$ cat src/rtl/dm_sba_pkg.sv
// rtl/dm_sba_pkg.sv - shared types and constants for the system bus access block
package dm_sba_pkg;

   localparam logic [6:0] ADDR_SBCS       = 7'h38;
   localparam logic [6:0] ADDR_SBADDRESS0 = 7'h39;
   localparam logic [6:0] ADDR_SBDATA0    = 7'h3C;

   typedef enum logic [2:0] {
      SBERR_NONE    = 3'd0,
      SBERR_TIMEOUT = 3'd1,
      SBERR_BADADDR = 3'd2,
      SBERR_ALIGN   = 3'd3,
      SBERR_SIZE    = 3'd4
   } sberror_e;

   typedef struct packed {
      logic [2:0] sbversion;
      logic [5:0] rsvd;
      logic       sbbusyerror;
      logic       sbbusy;
      logic       sbreadonaddr;
      logic [2:0] sbaccess;
      logic       sbautoincrement;
      logic       sbreadondata;
      logic [2:0] sberror;
      logic [6:0] sbasize;
      logic       sbaccess128;
      logic       sbaccess64;
      logic       sbaccess32;
      logic       sbaccess16;
      logic       sbaccess8;
   } sbcs_t;

endpackage

$ cat src/rtl/dm_sba.sv
// rtl/dm_sba.sv - debug module system bus access: sbcs/sbaddress0/sbdata0 and a
// single outstanding 32-bit bus access with error and timeout reporting
module dm_sba
   import dm_sba_pkg::*;
#(
   parameter int TIMEOUT = 255
) (
   input  logic        clk,
   input  logic        rst_n,
   input  logic        dmactive,
   input  logic        dmi_req,
   input  logic        dmi_we,
   input  logic [6:0]  dmi_addr,
   input  logic [31:0] dmi_wdata,
   output logic [31:0] dmi_rdata,
   output logic        bus_req,
   output logic        bus_we,
   output logic [31:0] bus_addr,
   output logic [31:0] bus_wdata,
   input  logic [31:0] bus_rdata,
   input  logic        bus_ack,
   input  logic        bus_err
);

   typedef enum logic [1:0] {IDLE, BUS, DONE} state_t;

   state_t      state;
   logic [31:0] sbaddress0;
   logic [31:0] sbdata0;
   logic        sbbusyerror;
   logic        sbreadonaddr;
   logic        sbautoincrement;
   logic        sbreadondata;
   logic [2:0]  sbaccess;
   logic [2:0]  sberror;
   logic [7:0]  tmo_cnt;
   logic        bus_ok;

   sbcs_t       wr_sbcs;
   sbcs_t       rd_sbcs;
   logic        sel_sbcs, sel_addr, sel_data;
   logic        busy, busy_hit, trig, trig_we, timed_out;
   logic [31:0] trig_addr;
   logic        sbcs_unused;

   assign wr_sbcs  = sbcs_t'(dmi_wdata);
   assign sel_sbcs = dmi_req && (dmi_addr == ADDR_SBCS);
   assign sel_addr = dmi_req && (dmi_addr == ADDR_SBADDRESS0);
   assign sel_data = dmi_req && (dmi_addr == ADDR_SBDATA0);
   assign busy     = (state != IDLE);

   // Any data-path touch while an access is in flight is a busy error.
   assign busy_hit  = busy && ((sel_addr && dmi_we) || sel_data);
   assign trig      = !busy && ((sel_addr && dmi_we && sbreadonaddr) ||
                                (sel_data && dmi_we) ||
                                (sel_data && !dmi_we && sbreadondata));
   assign trig_we   = sel_data && dmi_we;
   assign trig_addr = (sel_addr && dmi_we) ? dmi_wdata : sbaddress0;
   assign timed_out = ({1'b0, tmo_cnt} + 9'd1) >= 9'(TIMEOUT);

   assign sbcs_unused = &{1'b0, wr_sbcs.sbversion, wr_sbcs.rsvd, wr_sbcs.sbbusy,
                          wr_sbcs.sbasize, wr_sbcs.sbaccess128, wr_sbcs.sbaccess64,
                          wr_sbcs.sbaccess32, wr_sbcs.sbaccess16, wr_sbcs.sbaccess8};

   always_comb begin
      rd_sbcs                 = '0;
      rd_sbcs.sbversion       = 3'd1;
      rd_sbcs.sbbusyerror     = sbbusyerror;
      rd_sbcs.sbbusy          = busy;
      rd_sbcs.sbreadonaddr    = sbreadonaddr;
      rd_sbcs.sbaccess        = sbaccess;
      rd_sbcs.sbautoincrement = sbautoincrement;
      rd_sbcs.sbreadondata    = sbreadondata;
      rd_sbcs.sberror         = sberror;
      rd_sbcs.sbasize         = 7'd32;
      rd_sbcs.sbaccess32      = 1'b1;
      case (dmi_addr)
         ADDR_SBCS:       dmi_rdata = rd_sbcs;
         ADDR_SBADDRESS0: dmi_rdata = sbaddress0;
         ADDR_SBDATA0:    dmi_rdata = sbdata0;
         default:         dmi_rdata = '0;
      endcase
   end

   always_ff @(posedge clk or negedge rst_n) begin
      if (!rst_n) begin
         state           <= IDLE;
         sbaddress0      <= '0;
         sbdata0         <= '0;
         sbbusyerror     <= 1'b0;
         sbreadonaddr    <= 1'b0;
         sbautoincrement <= 1'b0;
         sbreadondata    <= 1'b0;
         sbaccess        <= 3'd2;
         sberror         <= SBERR_NONE;
         tmo_cnt         <= '0;
         bus_ok          <= 1'b0;
         bus_req         <= 1'b0;
         bus_we          <= 1'b0;
         bus_addr        <= '0;
         bus_wdata       <= '0;
      end else if (!dmactive) begin
         state           <= IDLE;
         sbaddress0      <= '0;
         sbdata0         <= '0;
         sbbusyerror     <= 1'b0;
         sbreadonaddr    <= 1'b0;
         sbautoincrement <= 1'b0;
         sbreadondata    <= 1'b0;
         sbaccess        <= 3'd2;
         sberror         <= SBERR_NONE;
         tmo_cnt         <= '0;
         bus_ok          <= 1'b0;
         bus_req         <= 1'b0;
         bus_we          <= 1'b0;
         bus_addr        <= '0;
         bus_wdata       <= '0;
      end else begin
         if (sel_sbcs && dmi_we) begin
            sbreadonaddr    <= wr_sbcs.sbreadonaddr;
            sbaccess        <= wr_sbcs.sbaccess;
            sbautoincrement <= wr_sbcs.sbautoincrement;
            sbreadondata    <= wr_sbcs.sbreadondata;
            sberror         <= sberror & ~wr_sbcs.sberror;
            if (wr_sbcs.sbbusyerror) sbbusyerror <= 1'b0;
         end

         if (busy_hit) begin
            sbbusyerror <= 1'b1;
         end else if (!busy) begin
            if (sel_addr && dmi_we) sbaddress0 <= dmi_wdata;
            if (sel_data && dmi_we) sbdata0    <= dmi_wdata;
         end

         case (state)
            IDLE: begin
               if (trig && (sberror == SBERR_NONE) && !sbbusyerror) begin
                  if (sbaccess != 3'd2) begin
                     sberror <= SBERR_SIZE;
                  end else if (trig_addr[1:0] != 2'b00) begin
                     sberror <= SBERR_ALIGN;
                  end else begin
                     state     <= BUS;
                     bus_req   <= 1'b1;
                     bus_we    <= trig_we;
                     bus_addr  <= trig_addr;
                     bus_wdata <= trig_we ? dmi_wdata : sbdata0;
                     tmo_cnt   <= '0;
                     bus_ok    <= 1'b0;
                  end
               end
            end
            BUS: begin
               if (tmo_cnt != 8'hFF) tmo_cnt <= tmo_cnt + 8'd1;
               // ack outranks err when both arrive together
               if (bus_ack) begin
                  if (!bus_we) sbdata0 <= bus_rdata;
                  bus_ok <= 1'b1;
               end else if (bus_err) begin
                  sberror <= SBERR_BADADDR;
               end else if (timed_out) begin
                  sberror <= SBERR_TIMEOUT;
               end
               if (bus_ack || bus_err || timed_out) begin
                  bus_req <= 1'b0;
                  state   <= DONE;
               end
            end
            DONE: begin
               if (sbautoincrement && bus_ok) sbaddress0 <= sbaddress0 + 32'd4;
               state <= IDLE;
            end
            default: state <= IDLE;
         endcase
      end
   end

endmodule

$ cat config.mk
export PLATFORM = sky130hd
export DESIGN_NAME = dm_sba
export DESIGN_NICKNAME = d
export VERILOG_FILES = /design/src/rtl/dm_sba_pkg.sv /design/src/rtl/dm_sba.sv
export SDC_FILE = /design/constraint.sdc
export NUM_CORES = 1
export LEC_CHECK = 0
export ABC_AREA = 1
export CAP_MARGIN = 20
export CORE_ASPECT_RATIO = 0.9
export CORE_MARGIN = 2
export CORE_UTILIZATION = 47
export CTS_CLUSTER_DIAMETER = 60
export DETAILED_ROUTE_END_ITERATION = 10
export PLACE_DENSITY = 0.77
export SYNTH_ARGS = -nofsm -noshare
export SYNTH_HDL_FRONTEND = slang
export SYNTH_SLANG_ARGS = --single-unit
$ cat constraint.sdc
create_clock -name clk -period 3.6 [get_ports clk]
set_input_delay 0.54 -clock clk [delete_from_list [all_inputs] [get_ports clk]]
set_output_delay 0.54 -clock clk [all_outputs]
set_load 0.02 [all_outputs]
==> impl_metrics.py, run 1 <==
metrics = {
    "floorplan": {
        "rows": 47,
        "initial_core_util": 0.4792,
        "die_area_um2": 19880,
        "die-width_um": 148.4,
        "dieHeight_um": 134.0,
        "ios": 176,
        "core_um2": 18410,
    },
    "worst_setup_path": {
        "slowest_stage": "clkdlybuf4s50_1",
        "rr_startpoint": "sbaddress0[2]",
        "path_max_fanout": 10,
        "path_depth": 7,
        "crit_chain": "clkdlybuf4s50_1, nand2_1, nor2_4, nand2_1, buf_4, o221ai_1, clkdlybuf4s50_1",
        "worstSetupStartpoint": "dmi_addr[4]",
        "path_delay_family": "buffers and inverters",
        "arrival_ns": 2.85,
        "max_stage_delay_ns": 0.63,
        "r2r_slack_ns": 1.18,
        "rr_endpoint": "sbaddress0[26]",
        "path_class": "in2out",
        "crit_buf_inv": 3,
        "crit_end": "dmi_rdata[15]",
        "cp-start-kind": "input port",
        "worstSetupEndpointType": "output port",
        "rr_worst_depth": 13,
        "crit_required_ns": 3.06,
    },
    "routing": {
        "topRoutingLayerUsed": "met5",
        "vias": 9293,
        "m1WireLength_mm": 13.61,
        "finalWirelength_mm": 31.62,
        "drtIter0Drc": 952,
        "routed-wl-met2_mm": 14.22,
        "drc_errors": 0,
        "via_per_inst": 5.834,
        "wl_per_cell_um": 19.85,
        "drtAntennaViolNets": 0,
        "first_pass_iters": 6,
        "met3_length_mm": 2.882,
    },
    "power": {
        "p_int_mw": 3.200,
        "switchingPower_mw": 1.539,
        "vdd_ir_drop_max_uv": 338.5,
        "pwr-share-seq": 0.398,
        "p_total_mw": 4.739,
        "power_density_nw_per_um2": 414.2,
        "p_sw_frac": 0.3248,
        "clock_power_share": 0.395,
        "leakage_nw": 5.104,
        "power_frac_comb": 0.207,
    },
    "timing": {
        "slew_violations": 0,
        "hold_slack_ns": 0.08995,
        "rsz0062_at_grt": "false",
        "hold_violations": 0,
        "slew_headroom": 0.4376,
        "layout_min_cycle_time_ns": 3.392,
        "fmax_mhz": 294.8,
        "tightest_slew_ns": 0.8405,
        "period_share": 0.9423,
        "worst_slack_ns": 0.2076,
        "setup_viol_count_final": 0,
        "tns_ns": 0,
        "fin_skew_ns": 0.01001,
    },
    "logic_synthesis": {
        "avgSynthCellArea_um2": 7.482,
        "postSynthCellCount": 1179,
        "syn_area_um2": 8821,
        "ys_seq_elements": 151,
        "synth_cell_types": 40,
        "synth_top_family_by_area": "compound AO/OA/AOI/OAI gates",
        "yosys_warnings": 0,
        "synth_xor_area_frac": 0.0009929,
        "synth_edf_count": 0,
        "yosysSeqAreaShare": 0.4285,
        "synth-compound-area-share": 0.2416,
        "synth_mux_area_frac": 0,
        "synth_adder_area_share": 0.004255,
        "syn_nets": 1260,
        "ys.flop_type": "dfrtp_1",
        "synthArstFlopShare": 1.000,
        "synth_simple_gate_area_share": 0.2140,
    },
    "layout": {
        "final_common_cell": "nand2_1",
        "stdcell_area_um2": 11440,
        "fin_nets": 1416,
        "drive_above_1_share": 0.07196,
        "layout_common_cells": "nand2_1, inv_1, clkdlybuf4s50_1",
        "area_growth_pct": 29.70,
        "antenna-diode-count": 0,
        "fillCellCount": 1654,
    },
    "placed_design": {
        "post-place-ws_ns": 0.2405,
        "gp_congestion": 1.020,
        "portBuffers": 175,
        "dp_hpwl_mm": 22.97,
        "placed_area_um2": 10840,
    },
    "global_route": {
        "grt_pass1_vias": 8870,
        "grt_antenna_before_repair": 1,
        "grt_pass1_wl_mm": 50.11,
        "grt_max_degree": 67,
        "grtUsageTotal": 0.3224,
        "overflow": 0,
    },
    "clock_network": {
        "clkSinkCount": 151,
        "clk_latency_ns": 0.43,
        "cts_resized": 0,
        "htree_levels": 4,
        "ctsHoldBuffers": 0,
        "cts_root_buffer": "clkbuf_16",
        "cts_tree": "built",
        "clock_path_buffers": 2,
        "numCtsBuffers": 17,
        "clkTransAtPathRegs_ns": 0.07,
        "cts_setup_buffers": 0,
    },
    "run_status": {
        "status": "finished, final reports clean",
    },
    "flow_run": {
        "maxCapViolCount": 0,
    },
    "min_path": {
        "min_path_type": "in2async",
    },
}
logic make-up (layout without fill, tap and decap cells):
group	Yosys count	in the layout
AO/OA/AOI/OAI	335	335
AND/OR/NAND/NOR	443	443
flip-flops	151	151
buffers and inverters	246	415
XOR/XNOR	1	1
adder cells (fa/ha/maj)	3	3
worst reg2reg max path: cells and delay by family, from the launching register on:
family	cells	cell delay, ns
adders and majority gates	1	0.20
DFF	1	0.43
buffers and inverters	2	0.20
AOI/OAI and AO/OA	1	0.20
and+or+nand+nor	9	1.33
how the worst min path moves through the flow:
stage	from	endpoint	slack, ns
finish	rst_n	tmo_cnt[2]	0.09
floorplan	rst_n	bus_addr[0]	0.24
detailed placement	bus_req	bus_req	0.49
global route	rst_n	tmo_cnt[0]	0.15
global placement	bus_addr[1]	bus_addr[1]	0.48
CTS	rst_n	tmo_cnt[0]	0.12
metrics by stage:
stage | util | cells
floorplan | - | 1179
global placement | 0.5889 | 1561
detailed placement | 0.5889 | 1561
CTS | 0.6216 | 1593
global route | 0.6216 | 1593
finish | 0.6216 | 1593
per-layer routing:
metal  vias up  GRT usage
li1       4272          -
met1      4415     0.4619
met2       525     0.4949
met3        79    0.05748
met4         2     0.1122
met5         -          0
state kept, by name (all words and copies together), names as in the netlist, 2 cells and up:
register and flops:
bus_addr 32, bus_wdata 32, sbaccess 3, sbaddress0 32, sbdata0 32, sberror 3, state 2, tmo_cnt 8
power by group through the flow:
stage | sequential (mW) | clock (mW) | combinational [mW]
2_1_floorplan | 1.89 | 0 | 0.591
3_5_place_dp | 1.91 | 0 | 0.956
4_1_cts | 1.88 | 1.87 | 0.965
5_1_grt | 1.90 | 1.96 | 1.08
6_report | 1.88 | 1.87 | 0.981
3_3_place_gp | 1.91 | 0 | 0.943
synthesized netlist by cell type, types with 3 or more instances:
library cell / instances / area share
a21oi_1: 73 / 0.041
a22oi_1: 34 / 0.029
buf_1: 7 / 0.0030
buf_2: 15 / 0.0085
buf_4: 3 / 0.0026
buf_6: 3 / 0.0038
clkbuf_1: 33 / 0.014
clkinv_1: 3 / 0.0013
dfrtp_1: 150 / 0.43
ha_1: 3 / 0.0043
inv_1: 179 / 0.076
inv_2: 3 / 0.0013
nand2_1: 258 / 0.11
nand3_1: 48 / 0.027
nand4_1: 16 / 0.011
nor2_1: 88 / 0.037
nor2_4: 5 / 0.0064
nor3_1: 13 / 0.0074
o211ai_1: 20 / 0.017
o21ai_0: 100 / 0.057
o221ai_1: 17 / 0.017
o22ai_1: 64 / 0.045
o22ai_2: 20 / 0.028
layout make-up:
cell class              instances  area (µm²)  area share
flip-flops and latches        151        3780      0.3304
repair buffers                198        1976      0.1727
clock inverters                14       161.4     0.01411
inverters                     185       694.4     0.06070
well taps                     245       306.5     0.02679
multi-input cells             782        4084      0.3570
clock buffers                  18       439.2     0.03839
No activity file was read; power rests on OpenSTA's default activity.
==> inputs of run 2 (changes only) <==
--- a/config.mk
+++ b/config.mk
@@ -11,8 +11,10 @@
 export CORE_MARGIN = 2
 export CORE_UTILIZATION = 47
 export CTS_CLUSTER_DIAMETER = 60
+export CTS_CLUSTER_SIZE = 40
 export DETAILED_ROUTE_END_ITERATION = 10
 export PLACE_DENSITY = 0.77
+export RECOVER_POWER = 50
 export SYNTH_ARGS = -nofsm -noshare
 export SYNTH_HDL_FRONTEND = slang
 export SYNTH_SLANG_ARGS = --single-unit
==> impl_metrics.py, run 2 (synthesized netlist as in run 1, its figures left out) <==
metrics = {
    "run_status": {
        "status": "complete, but fails checks",
        "violations": "max-capacitance violations, max-slew violations",
    },
    "timing": {
        "slew_violations": 156,
        "layout_min_cycle_time_ns": 3.389,
        "fin_skew_ns": 0.009941,
        "hold_violations": 0,
        "tightest_slew_ns": 1.715,
        "fmax_mhz": 295.1,
        "rsz0062_at_grt": "false",
        "hold_slack_ns": 0.4961,
        "setup_viol_count_final": 0,
        "tns_ns": 0,
        "slew_headroom": -0.1433,
        "period_share": 0.9413,
    },
    "routing": {
        "finalWirelength_mm": 31.56,
        "first_pass_iters": 5,
        "vias": 9280,
        "wl_per_cell_um": 19.81,
        "drc_errors": 0,
        "drtAntennaViolNets": 0,
        "drtIter0Drc": 929,
        "via_per_inst": 5.825,
    },
    "floorplan": {
        "die-width_um": 148.4,
        "die_area_um2": 19880,
        "core_um2": 18410,
        "rows": 47,
        "initial_core_util": 0.4792,
        "dieHeight_um": 134.0,
        "ios": 176,
    },
    "power": {
        "switchingPower_mw": 1.540,
        "leakage_nw": 5.243,
        "vdd_ir_drop_max_uv": 342.4,
        "clock_power_share": 0.396,
        "power_frac_comb": 0.206,
        "power_density_nw_per_um2": 414.9,
        "p_int_mw": 3.197,
        "pwr-share-seq": 0.398,
        "p_sw_frac": 0.3251,
    },
    "worst_setup_path": {
        "path_max_fanout": 10,
        "path_class": "in2out",
        "crit_required_ns": 3.06,
        "arrival_ns": 2.85,
        "cp-start-kind": "input port",
        "crit_chain": "clkdlybuf4s50_1, nand2_1, nor2_4, nand2_1, buf_4, o221ai_1, clkdlybuf4s50_1",
        "slowest_stage": "clkdlybuf4s50_1",
        "max_stage_delay_ns": 0.63,
        "worstSetupEndpointType": "output port",
    },
    "global_route": {
        "grtUsageTotal": 0.3224,
        "grt_max_degree": 67,
        "grt_pass1_vias": 8870,
        "grt_antenna_before_repair": 1,
        "overflow": 0,
        "grt_pass1_wl_mm": 50.11,
    },
    "clock_network": {
        "clk_latency_ns": 0.43,
        "clkTransAtPathRegs_ns": 0.07,
        "cts_tree": "built",
        "clkSinkCount": 151,
        "cts_setup_buffers": 0,
        "cts_resized": 0,
        "htree_levels": 4,
        "numCtsBuffers": 17,
        "cts_root_buffer": "clkbuf_16",
        "clock_path_buffers": 2,
        "ctsHoldBuffers": 0,
    },
    "layout": {
        "antenna-diode-count": 0,
        "stdcell_area_um2": 11420,
        "final_common_cell": "nand2_1",
        "area_growth_pct": 29.42,
        "drive_above_1_share": 0.07122,
        "layout_common_cells": "nand2_1, inv_1, dfrtp_1",
        "fin_nets": 1416,
    },
    "flow_run": {
        "maxCapViolCount": 3,
    },
    "placed_design": {
        "placed_area_um2": 10840,
        "gp_congestion": 1.020,
        "dp_hpwl_mm": 22.97,
        "portBuffers": 175,
    },
    "min_path": {
        "min_path_type": "reg2reg",
    },
}
run 2: routing by layer:
metal / track usage / vias up / part of all wire
met1: 0.4619 / 4384 / 0.42
met4: 0.1122 / 2 / 0.029
met2: 0.4949 / 535 / 0.45
met5: 0 / - / 0.00041
li1: - / 4274 / -
met3: 0.05748 / 85 / 0.096
run 2: worst paths after layout:
kind / from / to / slack (ns) / cells after the start
setup reg to reg: sbaddress0[2] / sbaddress0[26] / 1.20 / 13
hold reg to reg: bus_addr[0] / bus_addr[0] / 0.50 / 2
hold / removal: bus_addr[0] / bus_addr[0] / 0.50 / 2
setup / recovery: dmi_addr[4] / dmi_rdata[15] / 0.21 / 7
max in group asynchronous: rst_n / sbaddress0[15] / 0.73 / 2
min in group asynchronous: rst_n / tmo_cnt[0] / 0.53 / 1
run 2: area by class of cell:
class                   instances  area, µm²
well taps                     245      306.5
inverters                     185      694.4
flip-flops and latches        151       3780
repair buffers                198       1951
multi-input cells             782       4084
clock buffers                  18      439.2
fillers                      1659       6990
clock inverters                14      161.4
run 2: power groups by stage:
stage / Clock [mW] / Sequential, mW / Combinational (mW)
floorplan: 0 / 1.89 / 0.591
global placement: 0 / 1.91 / 0.943
detailed placement: 0 / 1.91 / 0.956
CTS: 1.87 / 1.88 / 0.965
global route: 1.96 / 1.90 / 1.07
finish: 1.88 / 1.88 / 0.976
run 2: critical path, delay by kind of cell:
family                 cells  cell delay, ns
buffers and inverters      3            1.41
and+or+nand+nor            3            0.69
AOI/OAI and AO/OA          1            0.19
run 2: metrics by stage:
step                cells  total power [mW]    util  setup WS (ns)
CTS                  1593             4.719  0.6216         0.2206
finish               1593             4.737  0.6202         0.2115
global route         1593             4.933  0.6202        0.06725
floorplan            1179             2.483       -          1.468
detailed placement   1561             2.867  0.5889         0.2405
global placement     1561             2.854  0.5889         0.2943
